File: config.mk
export PLATFORM = sky130hd
export DESIGN_NAME = seq_alu
export DESIGN_NICKNAME = d
export VERILOG_FILES = /design/src/rtl/seq_alu.sv
export SDC_FILE = /design/constraint.sdc
export NUM_CORES = 1
export LEC_CHECK = 0
export ABC_AREA = 0
export CORE_ASPECT_RATIO = 0.5
export CORE_UTILIZATION = 56
export CTS_BUF_LIST = sky130_fd_sc_hd__clkbuf_2
export DETAILED_ROUTE_END_ITERATION = 8
export GPL_TIMING_DRIVEN = 0
export HOLD_SLACK_MARGIN = 0.02
export PLACE_DENSITY_LB_ADDON = 0.3
export SLEW_MARGIN = 20
export SYNTH_ARGS = -nofsm -noshare
export SYNTH_HDL_FRONTEND = slang
export SYNTH_SLANG_ARGS = --single-unit
File: constraint.sdc
create_clock -name clk -period 3.15 [get_ports clk]
set_input_delay 0.63 -clock clk [delete_from_list [all_inputs] [get_ports clk]]
set_output_delay 0.63 -clock clk [all_outputs]
set_load 0.05 [all_outputs]
File: src/rtl/seq_alu.sv
// ---------------------------------------------------------------------------
// seq_alu -- registered, opcode-driven ALU with a valid/ready input handshake.
//
// One operation is accepted at a time, when in_valid and in_ready are both high
// at a clock edge. Most ops finish one cycle later. The optional shift-add
// multiplier finishes WIDTH+1 cycles later. Results and flags are held until
// the next out_valid pulse.
//
// Build option:
//   SEQ_ALU_MUL_EN  when defined, op 3'b110 is the multi-cycle multiplier.
//                   When undefined, no multiplier state or accumulator is
//                   built, and op 3'b110 is treated as reserved.
//
// Parameters:
//   WIDTH      operand/result width in bits (>= 2)
//
// Ports:
//   clk        rising-edge clock
//   rst_n      asynchronous active-low reset
//   in_valid   op/a/b valid this cycle
//   in_ready   high only in IDLE; a transfer happens on in_valid & in_ready
//   op         000 ADD, 001 SHL(b), 010 SHR(b), 011 AND, 100 OR, 101 CMP,
//              110 MUL, 111 reserved
//   a, b       operands
//   out_valid  one-cycle pulse: result and flags were updated
//   result     registered result
//   ovf        overflow flag, held with result
//   zero       result == 0, held with result
//   illegal    op was reserved (or MUL when the multiplier is not built)
// ---------------------------------------------------------------------------
module seq_alu #(
    parameter int WIDTH = 8
) (
    input  logic             clk,
    input  logic             rst_n,
    input  logic             in_valid,
    output logic             in_ready,
    input  logic [2:0]       op,
    input  logic [WIDTH-1:0] a,
    input  logic [WIDTH-1:0] b,
    output logic             out_valid,
    output logic [WIDTH-1:0] result,
    output logic             ovf,
    output logic             zero,
    output logic             illegal
);

    localparam logic [2:0] OP_ADD = 3'b000;
    localparam logic [2:0] OP_SHL = 3'b001;
    localparam logic [2:0] OP_SHR = 3'b010;
    localparam logic [2:0] OP_AND = 3'b011;
    localparam logic [2:0] OP_OR  = 3'b100;
    localparam logic [2:0] OP_CMP = 3'b101;
    localparam logic [2:0] OP_MUL = 3'b110;

`ifdef SEQ_ALU_MUL_EN
    localparam int CNT_W = $clog2(WIDTH + 1);

    typedef enum logic [1:0] {
        ST_IDLE = 2'd0,
        ST_MUL  = 2'd1,
        ST_DONE = 2'd2
    } state_t;
`else
    typedef enum logic {
        ST_IDLE = 1'b0,
        ST_DONE = 1'b1
    } state_t;
`endif

    state_t state;
    state_t state_next;

    logic accept;

    // Single-cycle datapath, evaluated on the live inputs and captured at the
    // accept edge. This is equivalent to registering a/b/op first, and it
    // gives the one-cycle latency without an extra operand stage.
    logic [WIDTH:0]   sum;
    logic [WIDTH+2:0] cmp_vec;
    logic [WIDTH-1:0] sc_result;
    logic             sc_ovf;
    logic             sc_illegal;
    logic             start_mul;

    assign in_ready  = (state == ST_IDLE);
    assign out_valid = (state == ST_DONE);
    assign accept    = in_valid && in_ready;

    assign sum = {1'b0, a} + {1'b0, b};

    // The three compare bits are zero-extended through a wider vector, which
    // keeps the expression legal for WIDTH == 2, where only {eq, lt} survive.
    assign cmp_vec = {{WIDTH{1'b0}}, (a > b), (a == b), (a < b)};

    // NOTE: every signal written in an always_comb gets a default first, so
    // no path through the case can leave it unassigned and infer a latch.
    always_comb begin
        sc_result  = '0;
        sc_ovf     = 1'b0;
        sc_illegal = 1'b0;
        start_mul  = 1'b0;
        case (op)
            OP_ADD: begin
                sc_result = sum[WIDTH-1:0];
                sc_ovf    = sum[WIDTH];
            end
            OP_SHL: begin
                sc_result = b << 1;
                sc_ovf    = b[WIDTH-1];
            end
            OP_SHR: sc_result = b >> 1;
            OP_AND: sc_result = a & b;
            OP_OR:  sc_result = a | b;
            OP_CMP: sc_result = cmp_vec[WIDTH-1:0];
            OP_MUL: begin
`ifdef SEQ_ALU_MUL_EN
                start_mul  = 1'b1;
`else
                sc_illegal = 1'b1;
`endif
            end
            default: sc_illegal = 1'b1;
        endcase
    end

`ifdef SEQ_ALU_MUL_EN
    // Shift-add multiplier: one bit of b is consumed per cycle. The
    // multiplicand is kept 2*WIDTH wide so its shifted copies never lose
    // bits that belong in the product.
    logic [2*WIDTH-1:0] acc;
    logic [2*WIDTH-1:0] mcand;
    logic [WIDTH-1:0]   mplier;
    logic [CNT_W-1:0]   cnt;
    logic [2*WIDTH-1:0] acc_next;
    logic               last_step;

    assign acc_next = mplier[0] ? (acc + mcand) : acc;

    // The final step's sum is taken straight from acc_next into the output
    // registers. This lets the last step and the move to DONE share one edge.
    // The MUL state therefore lasts exactly WIDTH cycles.
    assign last_step = (state == ST_MUL) && (cnt == CNT_W'(WIDTH - 1));

    always_ff @(posedge clk or negedge rst_n) begin
        if (!rst_n) begin
            acc    <= '0;
            mcand  <= '0;
            mplier <= '0;
            cnt    <= '0;
        end else if (accept && start_mul) begin
            acc    <= '0;
            mcand  <= {{WIDTH{1'b0}}, a};
            mplier <= b;
            cnt    <= '0;
        end else if (state == ST_MUL) begin
            acc    <= acc_next;
            mcand  <= mcand << 1;
            mplier <= mplier >> 1;
            cnt    <= cnt + CNT_W'(1);
        end
    end
`endif

    // NOTE: sequential state is written with non-blocking assignments, so
    // every register samples pre-edge values regardless of statement order.
    always_ff @(posedge clk or negedge rst_n) begin
        if (!rst_n) begin
            state <= ST_IDLE;
        end else begin
            state <= state_next;
        end
    end

    always_comb begin
        state_next = state;
        case (state)
            ST_IDLE: begin
                if (accept) begin
`ifdef SEQ_ALU_MUL_EN
                    state_next = start_mul ? ST_MUL : ST_DONE;
`else
                    state_next = ST_DONE;
`endif
                end
            end
`ifdef SEQ_ALU_MUL_EN
            ST_MUL: begin
                if (last_step) begin
                    state_next = ST_DONE;
                end
            end
`endif
            ST_DONE: state_next = ST_IDLE;
            default: state_next = ST_IDLE;
        endcase
    end

    // Output registers change only when a result completes. They hold
    // otherwise. A reset during a multiply clears them and discards the
    // partial product.
    always_ff @(posedge clk or negedge rst_n) begin
        if (!rst_n) begin
            result  <= '0;
            ovf     <= 1'b0;
            zero    <= 1'b0;
            illegal <= 1'b0;
        end else if (accept && !start_mul) begin
            result  <= sc_result;
            ovf     <= sc_ovf;
            zero    <= (sc_result == '0);
            illegal <= sc_illegal;
        end
`ifdef SEQ_ALU_MUL_EN
        else if (last_step) begin
            result  <= acc_next[WIDTH-1:0];
            ovf     <= |acc_next[2*WIDTH-1:WIDTH];
            zero    <= (acc_next[WIDTH-1:0] == '0);
            illegal <= 1'b0;
        end
`endif
    end

endmodule
# [Word level (Yosys, flattened, before mapping)]
# Index checks and enable logic that the tools add are counted.
[word_totals] regBits=12 in_bits=22 output_inout_bits=13 elab_cells=26
[classes] addsub=1 magnitude_cmp=2 n_eq_ne=6 mux=5 bitwise_logic=3 n_reduce_logical=4
[ops] operator="$pmux W8 S6" count=1
[ops] operator="$add A8 B8 Y9" count=1
[ops] operator="$and A8 B8 Y8" count=1
[ops] operator="$eq A8 B8 Y1" count=1
[ops] operator="$gt A8 B8 Y1" count=1
[ops] operator="$logic_not A8 Y1" count=1
[ops] operator="$lt A8 B8 Y1" count=1
[ops] operator="$or A8 B8 Y8" count=1
[ops] operator="$eq A3 B2 Y1 const B" count=2
[ops] operator="$eq A3 B3 Y1 const B" count=2
[ops] operator="$reduce_or A6 Y1" count=1
[ops] operator="$pmux W1 S2" count=2
[ops] operator="$eq A3 B1 Y1 const B" count=1
[ops] operator="$logic_not A3 Y1" count=1
[ops] operator="$mux W1" count=2
[ops] operator="$logic_and A1 B1 Y1" count=1
[ops] operator="$not A1 Y1" count=1

# [Longest topological paths before layout]
[logic_depth] depth_word=4 depth_mapped=8 depth_no_buf=8

# [Worst setup path after synthesis]
# No wires, ideal clock.
[synth_path] path_kind="input-to-reg" startpoint="in a[0]" endpoint="reg zero" setup_time_ns=0.104 t_arrival_ns=2.198 t_required_ns=3.046 slack_ns=0.848 stages=8 n_path_buf=0 cell_sequence="ha_1 fa_1 a21oi_2 o22ai_2 mux2i_1 a221oi_2 nand4_1 o41ai_2"
[synth_via] elab_chain_len=3 elab_cells_between_ends=8 cone_classes="1 x add/sub; 2 x order compare; 1 x eq/ne; 1 x mux; 2 x bitwise; 1 x reduce/logical"
[synth_lines] item="from (decl)" line="39" rtl="input logic [WIDTH-1:0] a,"
[synth_lines] item="$add A8 B8 Y9 (tied with other cells)" line="90" rtl="assign sum = {1'b0, a} + {1'b0, b};"
[synth_lines] item="$pmux W8 S6 (*)" line="103" rtl="case (op)"
[synth_lines] item="$logic_not A8 Y1 (*)" line="211" rtl="zero <= (sc_result == '0);"
[synth_lines] item="to (signal assigned)" line="211"
[synth_lines] item="to (decl)" line="44" rtl="output logic zero,"
# Mark *: on every way between the ends. The rest lies on a longest branch, timed or not.
# A chain may end at the register's enable or synchronous reset.

# [Worst setup path after layout]
[layout_path] startpoint="in b[2]" endpoint="reg zero"
[layout_via] elab_chain_len=3 elab_cells_between_ends=8 cone_classes="1 x add/sub; 2 x order compare; 1 x eq/ne; 1 x mux; 2 x bitwise; 1 x reduce/logical"
[layout_lines] item="from (decl)" line="40" rtl="input logic [WIDTH-1:0] b,"
[layout_lines] item="$add A8 B8 Y9 (tied with other cells)" line="90"
[layout_lines] item="$pmux W8 S6 (*)" line="103"
[layout_lines] item="$logic_not A8 Y1 (*)" line="211"
# Marks and branches as above.

==> metrics.txt <==
die height=between 30 and 40 um; Post-Synth Simple-Gate Area=between 15 and 20%; CP cell instances=clkdlybuf4s50_1 -> inv_1 -> ha_1 -> a21oi_2 -> a21oi_1 -> or3_1 -> a31oi_1 -> inv_1 -> o41ai_2; Worst Path Required=3.34 ns; worst hold-check path type=register to register; Routed Antenna Nets=0; worst-margin pin slew=around 0.65 ns; die area=about 3000 um2; GRT overflow=0; post-CTS setup buffer count=0; ys async rst share=100%; max-slew violation count=0; clock root buffer=clkbuf_2; Clock transition at path regs=~0.12 ns; fmax=roughly 360 MHz; Core Box Area=2390 um2; Skew-Pair Late Insertion Delay=between 0.2 and 0.3 ns; crit start category=input pin; skew final=0.00347 ns; relative slew slack=roughly 56%; clock tree buffer depth=2; detailed-route via count=between 1000 and 1500; total wire length=3.70 mm; cell count after synthesis=roughly 180; Die Wd=between 70 and 80 um; Max IR drop VDD=between 0.0002 and 0.0003 V; CP max stage cell=clkdlybuf4s50_1; final hold violation count=0; final antenna diode count=0; HPWL after detailed placement=approximately 3.0 mm; part of the Yosys area used for sequential elements=roughly a fifth; crit path capture type=register; initial DRC count=around 110; RSZ-0062 raised after global routing=false; compound-cell area share of the yosys netlist=23.9%; count of different cell masters after synthesis=between 40 and 50; top-area cell type share of the netlist area=between 10% and 20%; Seq. cell area=between 300 and 400 um2; hold_buf cts=0; Avg Inst Size Synth=about 8.3 um2; clk sink count=12; layout cells sized above 1=a little under a tenth; post-synthesis xor/xnor area fraction=2.31%; area growth from synthesis to layout=25.9%; top_reg_cell synth=dfrtp_1; outcome=finished clean; final period demand of the worst path=2.77 ns; DRC Markers=0; row count=12; number of H-tree levels=1; Power Density=321 nW/um2; Max Cap Violations=0; Port Buffers=33; Synth Warn #=0; largest area contributor in the netlist=dfrtp_1; FILL cells=185; synth cell count leaders=24 x ha_1, 24 x inv_1, 18 x nand2_1; Num CTS Buffers=3; Mapped Area=1520 um2; final worst-path cycle share=between 80 and 90%; top post-synthesis cells by area=dfrtp_1 20%, ha_1 20%, inv_1 5.9%, mux2i_1 4.6%, o21ai_0 4.6%; Mapped Nets=230; Routed WL per cell=about 14 um; first-pass GRT wire length=~6 mm; flops & latches, synth=12; multi-input logic area=roughly 1100 um2; main combinational cell family by area after synthesis=compound AO/OA/AOI/OAI gates; Via-to-Cell Ratio=~5.8; GRT Resource Usage Total=28.3%; initial antenna violation count=0; Final nets=between 200 and 300; Placer Congestion=0.943; Setup CP Type=input pin to register; Post-synth EDFFs=0; # IOs=35; LEAKAGE=a little under 0.9 nW; Post-Synth Adder-Cell Area=a little over a fifth; cts repair resizes=0; most frequent CP cell=inv_1; Crit Path Max Fanout=6; CTS tree=yes; post-synthesis mux area share=about 7.6%; Finish-stage setup viols=0; total power=a little over 600 uW; TritonRoute pass-1 iters=5; vias in the first global route=1318; CP max stage delay=~0.53 ns; worst endpoint data arrival time=just under 3 ns; initial core utilization=a little under two thirds; setup TNS=0 ns; pin count of the biggest net entering global routing=13
[critical path: cells and delay by family]
family / cells / cell delay (ns)
buffers and inverters: 3 / 0.70
AOI/OAI and AO/OA: 4 / 0.94
and+or+nand+nor: 1 / 0.30
adders and majority gates: 1 / 0.38
[logic make-up (layout without fill, tap and decap cells)]
kind of cell / after synthesis / after routing
DFF: 12 / 12
adders and majority gates: 25 / 25
AOI/OAI and AO/OA: 53 / 53
buffers and inverters: 32 / 69
xor gates and xnor gates: 4 / 4
and+or+nand+nor: 46 / 46
muxes: 11 / 11
[where the power goes]
group	internal [mW]	total (mW)	switching [mW]
clock	0.0275	0.0828	0.0553
sequential	0.175	0.186	0.0113
combinational	0.135	0.344	0.209
total	0.338	0.613	0.275
[layout by cell type, fill, tap and decap left out, types with 4 or more instances in the layout]
cell type | Yosys | layout
clkdlybuf4s50_1 | 0 | 33
inv_1 | 24 | 24
ha_1 | 24 | 24
nand2_1 | 18 | 18
o21ai_0 | 14 | 14
a21oi_1 | 12 | 12
dfrtp_1 | 12 | 12
mux2i_1 | 7 | 7
nor2_1 | 5 | 5
mux2_2 | 4 | 4
o22ai_1 | 4 | 4
[layout make-up]
cell class                 count  area share, %
timing repair buffer          33           17.3
tap                           35           2.30
clock buffer                   3          0.787
clock inverter                 1          0.197
multi-input combinational    139           56.2
buffer                         8           2.75
sequential                    12           15.7
inverter                      24           4.72
[layer usage]
metal / track usage (%) / vias to the layer above / part of all wire (%)
li1: - / 716 / -
met1: 38.7 / 668 / 48
met2: 46.9 / 80 / 42
met3: 4.69 / 6 / 8.4
met4: 6.48 / 0 / 0.89
met5: 0 / - / 0
[sequential cells by signal, indices dropped and copies added (netlist names)]
name and count:
out_valid 1, ovf 1, illegal 1, result 8
zero 1
[metrics by stage]
step / hold WS [ns] / instance area (um2) / instances / utilization [%] / worst slack (ns)
final: 0.505 / 1910 / 255 / 79.9 / 0.385
after global routing: 0.543 / 1910 / 255 / 79.9 / 0.220
after CTS: 0.505 / 1910 / 255 / 79.9 / 0.429
after detailed placement: 0.478 / 1890 / 251 / 79.1 / 0.129
after global placement: 0.462 / 1890 / 251 / 79.1 / 0.155
after floorplan: 0.334 / 1520 / 183 / - / 0.848
[path summary, 6_finish.rpt]
check                                      start               endpoint  slack, ns  cells past startpoint
setup / recovery                            b[2]       zero$_DFFE_PN0P_       0.38                      9
hold / removal             result[0]$_DFFE_PN0P_  result[0]$_DFFE_PN0P_       0.51                      2
setup reg to reg             out_valid$_DFF_PN0_       zero$_DFFE_PN0P_       1.31                      7
hold reg to reg            result[0]$_DFFE_PN0P_  result[0]$_DFFE_PN0P_       0.51                      2
max in group asynchronous                  rst_n    out_valid$_DFF_PN0_       2.14                      1
min in group asynchronous                  rst_n  result[4]$_DFFE_PN0P_       0.67                      1
Power figures use the tool's default switching activity.
